`src/rtl/counter_bank_if.sv`:
```
// counter_bank_if: control, status and snapshot stream signals of a counter bank
interface counter_bank_if #(
  parameter int WIDTH = 8,
  parameter int NCHAN = 4,
  parameter int CHW   = 2
);
  logic [NCHAN-1:0]       en, dir, load, clr_ovf, tc, ovf;
  logic [NCHAN*WIDTH-1:0] load_val, count;
  logic                   snap_req, busy, rd_valid, rd_ready;
  logic [CHW-1:0]         rd_chan;
  logic [WIDTH-1:0]       rd_data;
  modport master (
    output en, dir, load, load_val, clr_ovf, snap_req, rd_ready,
    input  count, tc, ovf, busy, rd_valid, rd_chan, rd_data
  );
  modport slave (
    input  en, dir, load, load_val, clr_ovf, snap_req, rd_ready,
    output count, tc, ovf, busy, rd_valid, rd_chan, rd_data
  );
endinterface

```
`src/rtl/counter_bank.sv`:
```
// counter_bank: NCHAN up/down counters with wrap/saturate, tc/ovf flags and a snapshot stream
module counter_bank #(
  parameter int WIDTH = 8,
  parameter int NCHAN = 4,
  parameter int SAT   = 0,
  parameter int CHW   = 2
) (
  input logic           clk,
  input logic           rst,
  counter_bank_if.slave bus
);
  typedef enum logic {IDLE, SEND} state_t;
  localparam logic [WIDTH-1:0] MAX  = '1;
  localparam logic [CHW-1:0]   LAST = CHW'(NCHAN - 1);
  logic [NCHAN-1:0][WIDTH-1:0] cnt_q, cnt_d, shd_q, shd_d;
  logic [NCHAN-1:0]            hit, tc_q, ovf_q, ovf_d;
  logic [CHW-1:0]              chan_q, chan_d;
  state_t                      state_q, state_d;
  for (genvar c = 0; c < NCHAN; c++) begin : g_ch
    // a boundary hit only counts when a load does not take priority
    assign hit[c] = !bus.load[c] && bus.en[c] &&
                    (bus.dir[c] ? cnt_q[c] == MAX : cnt_q[c] == '0);
    assign cnt_d[c] = bus.load[c] ? bus.load_val[c*WIDTH +: WIDTH] :
                      !bus.en[c] || (hit[c] && SAT != 0) ? cnt_q[c] :
                      bus.dir[c] ? cnt_q[c] + WIDTH'(1) : cnt_q[c] - WIDTH'(1);
  end
  assign ovf_d     = hit | (ovf_q & ~bus.clr_ovf);
  assign bus.count = cnt_q;
  assign bus.tc    = tc_q;
  assign bus.ovf   = ovf_q;
  always_ff @(posedge clk) begin
    if (rst) begin
      cnt_q   <= '0;
      tc_q    <= '0;
      ovf_q   <= '0;
      shd_q   <= '0;
      chan_q  <= '0;
      state_q <= IDLE;
    end else begin
      cnt_q   <= cnt_d;
      tc_q    <= hit;
      ovf_q   <= ovf_d;
      shd_q   <= shd_d;
      chan_q  <= chan_d;
      state_q <= state_d;
    end
  end
  always_comb begin
    state_d = state_q == IDLE ? (bus.snap_req ? SEND : IDLE) :
              (bus.rd_ready && chan_q == LAST ? IDLE : SEND);
    chan_d  = state_q == SEND && !bus.rd_ready ? chan_q :
              state_q == SEND && chan_q != LAST ? chan_q + CHW'(1) : '0;
    shd_d   = state_q == IDLE && bus.snap_req ? cnt_q : shd_q;
  end
  always_comb begin
    bus.busy     = state_q == SEND;
    bus.rd_valid = state_q == SEND;
    bus.rd_chan  = chan_q;
    bus.rd_data  = shd_q[chan_q];
  end
endmodule
```
`src/flat_wrapper.sv`:
```
// flat-port wrapper written by rule: the top's interface ports become plain ports
module counter_bank_flat 
#(
  parameter int WIDTH = 8,
  parameter int NCHAN = 4,
  parameter int SAT   = 0,
  parameter int CHW   = 2
)
  (clk, rst, bus_en, bus_dir, bus_load, bus_load_val, bus_clr_ovf, bus_snap_req, bus_rd_ready, bus_count, bus_tc, bus_ovf, bus_busy, bus_rd_valid, bus_rd_chan, bus_rd_data);
  counter_bank_if #(.WIDTH(WIDTH), .NCHAN(NCHAN), .CHW(CHW)) bus_i ();
  input logic clk;
  input logic rst;
  input wire logic [$bits(bus_i.en)-1:0] bus_en;
  input wire logic [$bits(bus_i.dir)-1:0] bus_dir;
  input wire logic [$bits(bus_i.load)-1:0] bus_load;
  input wire logic [$bits(bus_i.load_val)-1:0] bus_load_val;
  input wire logic [$bits(bus_i.clr_ovf)-1:0] bus_clr_ovf;
  input wire logic [$bits(bus_i.snap_req)-1:0] bus_snap_req;
  input wire logic [$bits(bus_i.rd_ready)-1:0] bus_rd_ready;
  output wire logic [$bits(bus_i.count)-1:0] bus_count;
  output wire logic [$bits(bus_i.tc)-1:0] bus_tc;
  output wire logic [$bits(bus_i.ovf)-1:0] bus_ovf;
  output wire logic [$bits(bus_i.busy)-1:0] bus_busy;
  output wire logic [$bits(bus_i.rd_valid)-1:0] bus_rd_valid;
  output wire logic [$bits(bus_i.rd_chan)-1:0] bus_rd_chan;
  output wire logic [$bits(bus_i.rd_data)-1:0] bus_rd_data;
  assign bus_i.en = bus_en;
  assign bus_i.dir = bus_dir;
  assign bus_i.load = bus_load;
  assign bus_i.load_val = bus_load_val;
  assign bus_i.clr_ovf = bus_clr_ovf;
  assign bus_i.snap_req = bus_snap_req;
  assign bus_i.rd_ready = bus_rd_ready;
  assign bus_count = bus_i.count;
  assign bus_tc = bus_i.tc;
  assign bus_ovf = bus_i.ovf;
  assign bus_busy = bus_i.busy;
  assign bus_rd_valid = bus_i.rd_valid;
  assign bus_rd_chan = bus_i.rd_chan;
  assign bus_rd_data = bus_i.rd_data;
  counter_bank #(.WIDTH(WIDTH), .NCHAN(NCHAN), .SAT(SAT), .CHW(CHW)) u_core (.clk(clk), .rst(rst), .bus(bus_i));
endmodule
```
`config.mk`:
```
export PLATFORM = sky130hd
export DESIGN_NAME = counter_bank_flat
export DESIGN_NICKNAME = d
export VERILOG_FILES = /design/src/rtl/counter_bank_if.sv /design/src/rtl/counter_bank.sv /design/src/flat_wrapper.sv
export SDC_FILE = /design/constraint.sdc
export NUM_CORES = 1
export LEC_CHECK = 0
export ABC_AREA = 0
export CAP_MARGIN = 5
export CORE_AREA = 2 2 70 138
export DETAILED_ROUTE_END_ITERATION = 10
export DIE_AREA = 0 0 72 140
export PLACE_DENSITY = 0.76
export SKIP_CTS_REPAIR_TIMING = 1
export SLEW_MARGIN = 20
export SYNTH_ARGS = -nofsm -noshare
export SYNTH_HDL_FRONTEND = slang
export SYNTH_SLANG_ARGS = --single-unit
```
`constraint.sdc`:
```
create_clock -name clk -period 2.65 [get_ports clk]
set_input_delay 0.53 -clock clk [delete_from_list [all_inputs] [get_ports clk]]
set_output_delay 0.53 -clock clk [all_outputs]
set_load 0.005 [all_outputs]
```
# --- Word level (Yosys, flattened, before mapping) ---
# Index checks and enable logic that the tools add are counted.
op_classes:
  n_addsub: 9
  n_lt_le_gt_ge: 1
  eq_ne: 6
  mux: 22
  n_bitwise: 4
  n_reduce_logical: 25
ops:
  columns: ["cell", "count"]
  rows:
  - ["$mux W8", 13]
  - ["$add A8 B1 Y8 const B", 4]
  - ["$eq A8 B8 Y1 const B", 4]
  - ["$logic_not A8 Y1", 4]
  - ["$sub A8 B1 Y8 const B", 4]
  - ["$bmux W8 S2", 1]
  - ["$logic_and A1 B1 Y1", 12]
  - ["$reduce_bool A2 Y1", 4]
  - ["$mux W1", 7]
  - ["$logic_not A1 Y1", 5]
  - ["$and A4 B4 Y4", 1]
  - ["$not A4 Y4", 1]
  - ["$or A4 B4 Y4", 1]
  - ["$lt A2 B3 Y1 const B", 1]
  - ["$add A2 B1 Y2 const B", 1]
  - ["$eq A2 B2 Y1 const B", 1]
  - ["$mux W2", 1]
  - ["$ne A2 B2 Y1 const B", 1]
  - ["$not A1 Y1", 1]
totals:
  ff_bits: 75
  input_bits: 52
  out_inout_bits: 52
  word_cells: 79

# --- Depth between registers and ports, before layout ---
# Gate-level depths: netlist (run 1).
depth:
  depth_word: 4
  ltp_mapped: 6
  ltp_nobuf: 6

# --- Least setup slack after synthesis (run 1) ---
# Ideal clock, no wire load.
synth_path:
  kind: "input-to-reg"
  startpoint: "in bus_dir[1]"
  endpoint: "reg u_core.cnt_q, in the netlist u_core.bus.count[15]"
  setup_time_ns: 0.079
  t_arrival_ns: 1.967
  t_required_ns: 2.571
  setup_slack_ns: 0.604
  cell_stages: 6
  path_buffers: 0
  cell_sequence: "inv_1 ha_1 a211o_1 a41o_1 a2111o_1 o211ai_1"
synth_via:
  elab_chain_len: 3
synth_rtl:
  columns: ["item", "line", "text"]
  rows:
  - ["start, declared", "flat_wrapper.sv:14", "input wire logic [$bits(bus_i.dir)-1:0] bus_dir;"]
  - ["$mux W8", "counter_bank.sv:25", "bus.dir[c] ? cnt_q[c] + WIDTH'(1) : cnt_q[c] - WIDTH'(1);"]
  - ["$mux W8", "counter_bank.sv:24", "!bus.en[c] || (hit[c] && SAT != 0) ? cnt_q[c] :"]
  - ["$mux W8", "counter_bank.sv:23", "assign cnt_d[c] = bus.load[c] ? bus.load_val[c*WIDTH +: WIDTH] :"]
  - ["end signal, assigned", "counter_bank.sv:40", "cnt_q <= cnt_d;"]
  - ["end, declared", "counter_bank.sv:15", "logic [NCHAN-1:0][WIDTH-1:0] cnt_q, cnt_d, shd_q, shd_d;"]
# No other way between the ends. The select of a mux whose other input is x is not followed.
# A chain may end at the register's enable or synchronous reset.

# --- Worst setup path in the final report (run 1) ---
layout_path:
  startpoint: "reg u_core.chan_q[1] (netlist: u_core.bus.rd_chan[1])"
  endpoint: "out bus_rd_data[6]"
layout_via:
  elab_chain_len: 2
layout_rtl:
  columns: ["item", "line", "text"]
  rows:
  - ["start, declared", "counter_bank.sv:17", "logic [CHW-1:0] chan_q, chan_d;"]
  - ["start signal, assigned", "counter_bank.sv:44", "chan_q <= chan_d;"]
  - ["$bmux W8 S2", "counter_bank.sv:59", "bus.rd_data = shd_q[chan_q];"]
  - ["$mux W8 (not written as such)", "counter_bank.sv:59", null]
  - ["end, declared", "flat_wrapper.sv:26", "output wire logic [$bits(bus_i.rd_data)-1:0] bus_rd_data;"]
# No other way between the ends. The select of a mux whose other input is x is not followed.

==> results of run 1 <==
[worst max-delay path: cells and delay by family (launching register included)]
| kind | cells | cell delay [ps] |
|---|---|---|
| flops | 1 | 550 |
| buf+inv | 1 | 470 |
| mux | 1 | 560 |
[power breakdown]
| part | internal, mW | switching, mW |
|---|---|---|
| clock network | 0.683 | 0.455 |
| registers | 1.20 | 0.106 |
| logic | 0.390 | 0.351 |
| total | 2.27 | 0.912 |
[logic make-up after synthesis]
| family | synth area share [%] |
|---|---|
| fa+ha+maj | 8.72 |
| compound gates | 22.4 |
| buf+inv | 4.47 |
| flops | 33.3 |
| mux | 6.00 |
| simple gates | 22.5 |
| xor+xnor | 2.53 |
[cells in the final DEF (no fill, tap or decap), drive strengths merged, types with 10 or more instances in the layout]
| cell type | instances |
|---|---|
| a21o | 13 |
| nor3b | 26 |
| nand2 | 77 |
| nor2 | 40 |
| a21oi | 87 |
| dfxtp | 75 |
| nor3 | 10 |
| buf | 20 |
| nand3 | 11 |
| ha | 25 |
| clkbuf | 14 |
| clkdlybuf4s50 | 102 |
| inv | 18 |
| xnor2 | 10 |
[state kept, by name, indices dropped and copies added (netlist names)]
signal              flops
u_core.bus.busy         1
u_core.bus.count       32
u_core.bus.ovf          4
u_core.bus.rd_chan      2
u_core.bus.tc           4
u_core.shd_q           32
[per-layer routing]
metal	track usage (%)	vias to the layer above	share of wire [%]
met5	0	-	0
met4	11.9	0	3.4
met3	4.53	36	4.4
met2	48.4	135	55
met1	29.0	2168	38
li1	-	2212	-
[through the flow]
stage / utilization, % / instance area, µm² / hold slack, ps
after global placement: 62.9 / 5670 / 436
after detailed placement: 62.9 / 5670 / 451
final: 66.0 / 5950 / 455
after global routing: 66.0 / 5950 / 484
after CTS: 66.0 / 5940 / 458
after floorplan: - / 4510 / 433
[cell type report]
type | count | area share [%]
multi-input combinational | 424 | 47.2
clock buffer | 14 | 4.44
inverter | 18 | 1.14
sequential | 75 | 25.3
clock inverter | 2 | 0.168
tap | 102 | 2.15
timing repair buffer | 122 | 19.7
[final timing paths]
kind / endpoint / slack [ps] / depth (start not counted)
max reg2reg: u_core.bus.count[15] / 630 / 5
min: u_core.bus.ovf[1] / 460 / 2
min reg2reg: u_core.bus.ovf[1] / 460 / 2
max: bus_rd_data[6] / 210 / 2
==> out/qor.csv, run 1 <==
stage,metric,value,unit
floorplan,die_height,140,µm
final_layout,combined_flip_flop_and_latch_cell_area,1500,µm²
worst_hold_path,worstHoldStart,u_core.bus.ovf[1],
worst_hold_path,hp-class,reg -> reg,
timing,final_period_minus_worst_setup_slack,2440,ps
final_layout,fillerInstances,791,
floorplan,core.rowCount,49,
yosys,post_synth.cell_area_avg,8.21,µm²
grt,grt_max_degree,34,
yosys,synth_nets,630,
route,final_ant_viol_nets,0,
timing,tightest_slew,507,ps
yosys,post-synth-top-area-fraction,33.3,%
worst_setup_path,r2r_start,u_core.bus.count[9],
clock_network,cts_tree,yes,
clock_network,h-tree-depth,3,
yosys,most_frequent_cells_after_synthesis,"87 x sky130_fd_sc_hd__a21oi_1, 77 x sky130_fd_sc_hd__nand2_1, 75 x sky130_fd_sc_hd__dfxtp_1",
worst_setup_path,cp_data_required_time,2120,ps
worst_setup_path,critPathMaxFanout,7,
route,drtIter0Drc,247,
clock_network,worst_skew_pair.late_latency,330,ps
placed_design,io_buffer_count,103,
floorplan,initial_utilization,50.0,%
route,routed_wl,12.7,mm
final_layout,area_overhead_of_the_layout_relative_to_synthesis,32.0,%
clock_network,cts_inserted_buffers,9,
power_and_ir_drop,p_per_area,535,nW/µm²
route,drc,0,
yosys,netlist.top_cell.by_area,sky130_fd_sc_hd__dfxtp_1,
floorplan,core_region_area,9010,µm²
floorplan,pin_count,104,
timing,grt_setup_unrepaired,false,
final_layout,diode_count,0,
power_and_ir_drop,total_leakage_power,2.33,nW
final_layout,layout_cells_excl_fill,757,
grt,number_of_antenna_violations_at_the_first_check_in_global_routing,0,
grt,grt_util_all_layers,26.6,%
timing,final.period_utilization,92.2,%
final_layout,finalNetCount,731,
yosys,synthArstFlopShare,0,%
final_layout,drive_above_1_share,7.94,%
worst_setup_path,cp_slowest_stage_delay,560,ps
placed_design,placed_wire_length_estimate_after_detailed_placement,9.61,mm
timing,slew_violations,0,
route,routed-via-count,4551,
timing,timing.final.hold_violations,0,
worst_setup_path,critPathKind,reg -> out,
yosys,synth_edf_count,0,
worst_setup_path,worstSetupStartpoint,u_core.bus.rd_chan[1],
floorplan,die_width,72,µm
placed_design,place_ws,-3.55,ps
timing,timing.final.setup_violations,0,
route,route.detailed.wl_per_inst,16.8,µm
route,firstDrtPassIters,5,
timing,tns,0,ps
yosys,synth-seq-cells,75,
grt,global_route_congestion_overflow_total,0,
clock_network,cts_num_sinks,75,
clock_network,clk_pin_slew_worst_paths,60,ps
placed_design,placed_cells,741,
worst_setup_path,critPathCaptureType,primary output,
grt,first_pass_grt_wire_length,21.5,mm
yosys,syn-instance-count,549,
yosys,synth_area,4510,µm²
yosys,ys.flop_type,sky130_fd_sc_hd__dfxtp_1,
worst_setup_path,cp_cell_sequence,mux4_2 -> clkdlybuf4s50_1,
timing,max_freq,0.409,GHz
yosys,ys.warnings.count,0,
floorplan,design.die.area,10100,µm²
yosys,yosys.cell_count.top_type,sky130_fd_sc_hd__a21oi_1,
yosys,yosys.cell_types.count,48,
outcome,outcome,"complete, no violations",
final_layout,multi_input_area,2810,µm²
worst_setup_path,nature_of_the_critical_path_startpoint,flip-flop,
timing,skew,4.47,ps
clock_network,ctsRootBufferMaster,sky130_fd_sc_hd__clkbuf_16,
timing,final_critical_path_setup_slack,206,ps
power_and_ir_drop,total_power,3.18,mW
worst_setup_path,critical_path_arrival,1910,ps
timing,relSlewSlack,66.2,%
placed_design,gp_congestion,0.949,
flow_run,maxCapViolations,0,
worst_setup_path,cp_slowest_cell,sky130_fd_sc_hd__mux4_2,
clock_network,clk_path_buf_depth,2,
grt,grt_pass1_vias,4588,
route,routed_via_density,6.01,
yosys,ys_seq_area_share,33.3,%
power_and_ir_drop,vdd_ir_drop_max,0.000360,V
yosys,netlist_top_cells_area,"sky130_fd_sc_hd__dfxtp_1 33%, sky130_fd_sc_hd__a21oi_1 9.7%, sky130_fd_sc_hd__ha_1 6.9%",
No activity file was read; power rests on OpenSTA's default activity.
==> run 2: changes to the inputs <==
- CAP_MARGIN: 5 -> 20
- GPL_TIMING_DRIVEN: unset -> 0
==> run 2 against run 1 <==
Combinational power is 1% higher; via count is 0.94% higher; clock skew hardly changed; setup slack worse by 160 ps; routed wire length is 5.4% higher; first-iteration DRC count is 0.40% higher.
==> out/qor.csv, run 2 (synthesis gave the netlist of run 1 again) <==
stage,metric,value,unit,change
outcome,outcome,"complete, no violations",,unchanged
route,routed-via-count,4594,,was 4551
worst_setup_path,worstSetupStartpoint,rst,,was u_core.bus.rd_chan[1]
flow_run,maxCapViolations,0,,unchanged
power_and_ir_drop,p_per_area,541,nW/µm²,was 535 nW/µm²
timing,tightest_slew,671,ps,was 507 ps
route,drc,0,,unchanged
power_and_ir_drop,total_leakage_power,2.30,nW,was 2.33 nW
timing,grt_setup_unrepaired,false,,unchanged
worst_setup_path,reg2reg_to,u_core.bus.count[15],,unchanged
clock_network,ctsRootBufferMaster,sky130_fd_sc_hd__clkbuf_16,,unchanged
final_layout,diode_count,0,,unchanged
worst_setup_path,critPathKind,in -> reg,,was reg -> out
grt,first_pass_grt_wire_length,21.8,mm,was 21.5 mm
grt,number_of_antenna_violations_at_the_first_check_in_global_routing,0,,unchanged
floorplan,design.die.area,10100,µm²,unchanged
floorplan,core.rowCount,49,,unchanged
floorplan,die_width,72,µm,unchanged
timing,skew,4.67,ps,was 4.47 ps
power_and_ir_drop,total_power,3.21,mW,was 3.18 mW
timing,slew_violations,0,,unchanged
timing,final_period_minus_worst_setup_slack,2600,ps,was 2440 ps
clock_network,cts_inserted_buffers,9,,unchanged
grt,global_route_congestion_overflow_total,0,,unchanged
final_layout,layout.core_utilization,65.9,%,was 66.0%
placed_design,io_buffer_count,102,,was 103
worst_setup_path,critPathCaptureType,flip-flop,,was primary output
grt,grt_pass1_vias,4525,,was 4588
final_layout,top_library_cells_by_usage_in_the_layout_fill_and_taps_aside,"102 x sky130_fd_sc_hd__clkdlybuf4s50_1, 87 x sky130_fd_sc_hd__a21oi_1, 77 x sky130_fd_sc_hd__nand2_1",,unchanged
timing,timing.final.hold_violations,0,,unchanged
worst_setup_path,rr_worst_depth,5,,unchanged
final_layout,drive_above_1_share,5.56,%,was 7.94%
floorplan,core_region_area,9010,µm²,unchanged
placed_design,placed_wire_length_estimate_after_detailed_placement,10.1,mm,was 9.61 mm
worst_setup_path,critical_path_arrival,2790,ps,was 1910 ps
placed_design,gp_congestion,0.945,,was 0.949
worst_setup_path,critPathMaxFanout,10,,was 7
route,routed_wl,13.4,mm,was 12.7 mm
clock_network,cts_num_sinks,75,,unchanged
clock_network,clk_path_buf_depth,2,,unchanged
timing,tns,0,ps,unchanged
floorplan,pin_count,104,,unchanged
timing,final.period_utilization,98.1,%,was 92.2%
route,firstDrtPassIters,5,,unchanged
worst_setup_path,r2r_start,u_core.bus.count[9],,unchanged
floorplan,initial_utilization,50.0,%,unchanged
worst_setup_path,worst-r2r-setup-slack,630,ps,about the same
worst_setup_path,endpoint,u_core.shd_q[0],,was bus_rd_data[6]
grt,grt_max_degree,12,,was 34
final_layout,area_overhead_of_the_layout_relative_to_synthesis,31.8,%,was 32.0%
clock_network,worst_skew_pair.late_latency,340,ps,was 330 ps
clock_network,h-tree-depth,3,,unchanged
route,drtIter0Drc,248,,was 247
route,route.detailed.wl_per_inst,17.5,µm,was 16.8 µm
final_layout,finalNetCount,743,,was 731
route,routed_via_density,5.98,,was 6.01
worst_setup_path,nature_of_the_critical_path_startpoint,primary input,,was flip-flop
worst_hold_path,hp-class,reg -> reg,,unchanged
clock_network,clk_pin_slew_worst_paths,60,ps,about the same
floorplan,die_height,140,µm,unchanged
clock_network,cts_tree,yes,,unchanged
worst_setup_path,cp_data_required_time,2840,ps,was 2120 ps
route,final_ant_viol_nets,0,,unchanged
timing,relSlewSlack,55.2,%,was 66.2%
timing,timing.final.setup_violations,0,,unchanged
timing,max_freq,0.385,GHz,was 0.409 GHz
grt,grt_util_all_layers,27.3,%,was 26.6%
final_layout,layout_commonest_cell,sky130_fd_sc_hd__clkdlybuf4s50_1,,unchanged
power_and_ir_drop,vdd_ir_drop_max,0.000501,V,was 0.000360 V
worst_hold_path,worstHoldPathCells,2,,unchanged
## run 2: layer usage
metal  GRT usage (%)  vias to the layer above  routed length [µm]
li1                -                     2234                   -
met1            29.1                     2152                5040
met2            50.9                      171                7360
met3            4.32                       37                 564
met4            12.4                        0                 456
met5               0                        -                   0
## run 2: area by class of cell
type	instances	area, µm²
clock inverters	2	10.0
well taps	102	128
plain buffers	32	136
inverters	18	67.6
fillers	798	3080
multi-input cells	424	2800
repair buffers	102	1020
flip-flops and latches	75	1500
clock buffers	13	270
## run 2: worst min path at each step
stage | from | end
after floorplan | u_core.shd_q[13] | u_core.shd_q[13]
after global placement | u_core.bus.ovf[1] | u_core.bus.ovf[1]
after detailed placement | u_core.shd_q[19] | u_core.shd_q[19]
after CTS | u_core.shd_q[19] | u_core.shd_q[19]
after global routing | u_core.shd_q[30] | u_core.shd_q[30]
final | u_core.shd_q[19] | u_core.shd_q[19]
## run 2: critical path: stages
cell                              delay (ps)
sky130_fd_sc_hd__clkdlybuf4s50_1         700
sky130_fd_sc_hd__clkbuf_1                510
sky130_fd_sc_hd__clkbuf_2                400
sky130_fd_sc_hd__buf_1                   540
sky130_fd_sc_hd__a21oi_1                  90
## run 2: through the flow
step	instances	setup slack (ps)	cell area (µm²)	hold slack, ps
floorplan	549	604	4510	433
global placement	753	-431	5650	440
detailed placement	753	-479	5650	448
CTS	768	-111	5930	456
global route	768	15.8	5940	475
finish	768	50.5	5940	454
## run 2: where the power goes
part	total, mW	internal, mW	leakage [nW]	switching (mW)
Combinational	0.749	0.383	1.54	0.366
Clock	1.16	0.702	0.141	0.458
Sequential	1.30	1.20	0.614	0.105
Total	3.21	2.28	2.30	0.929
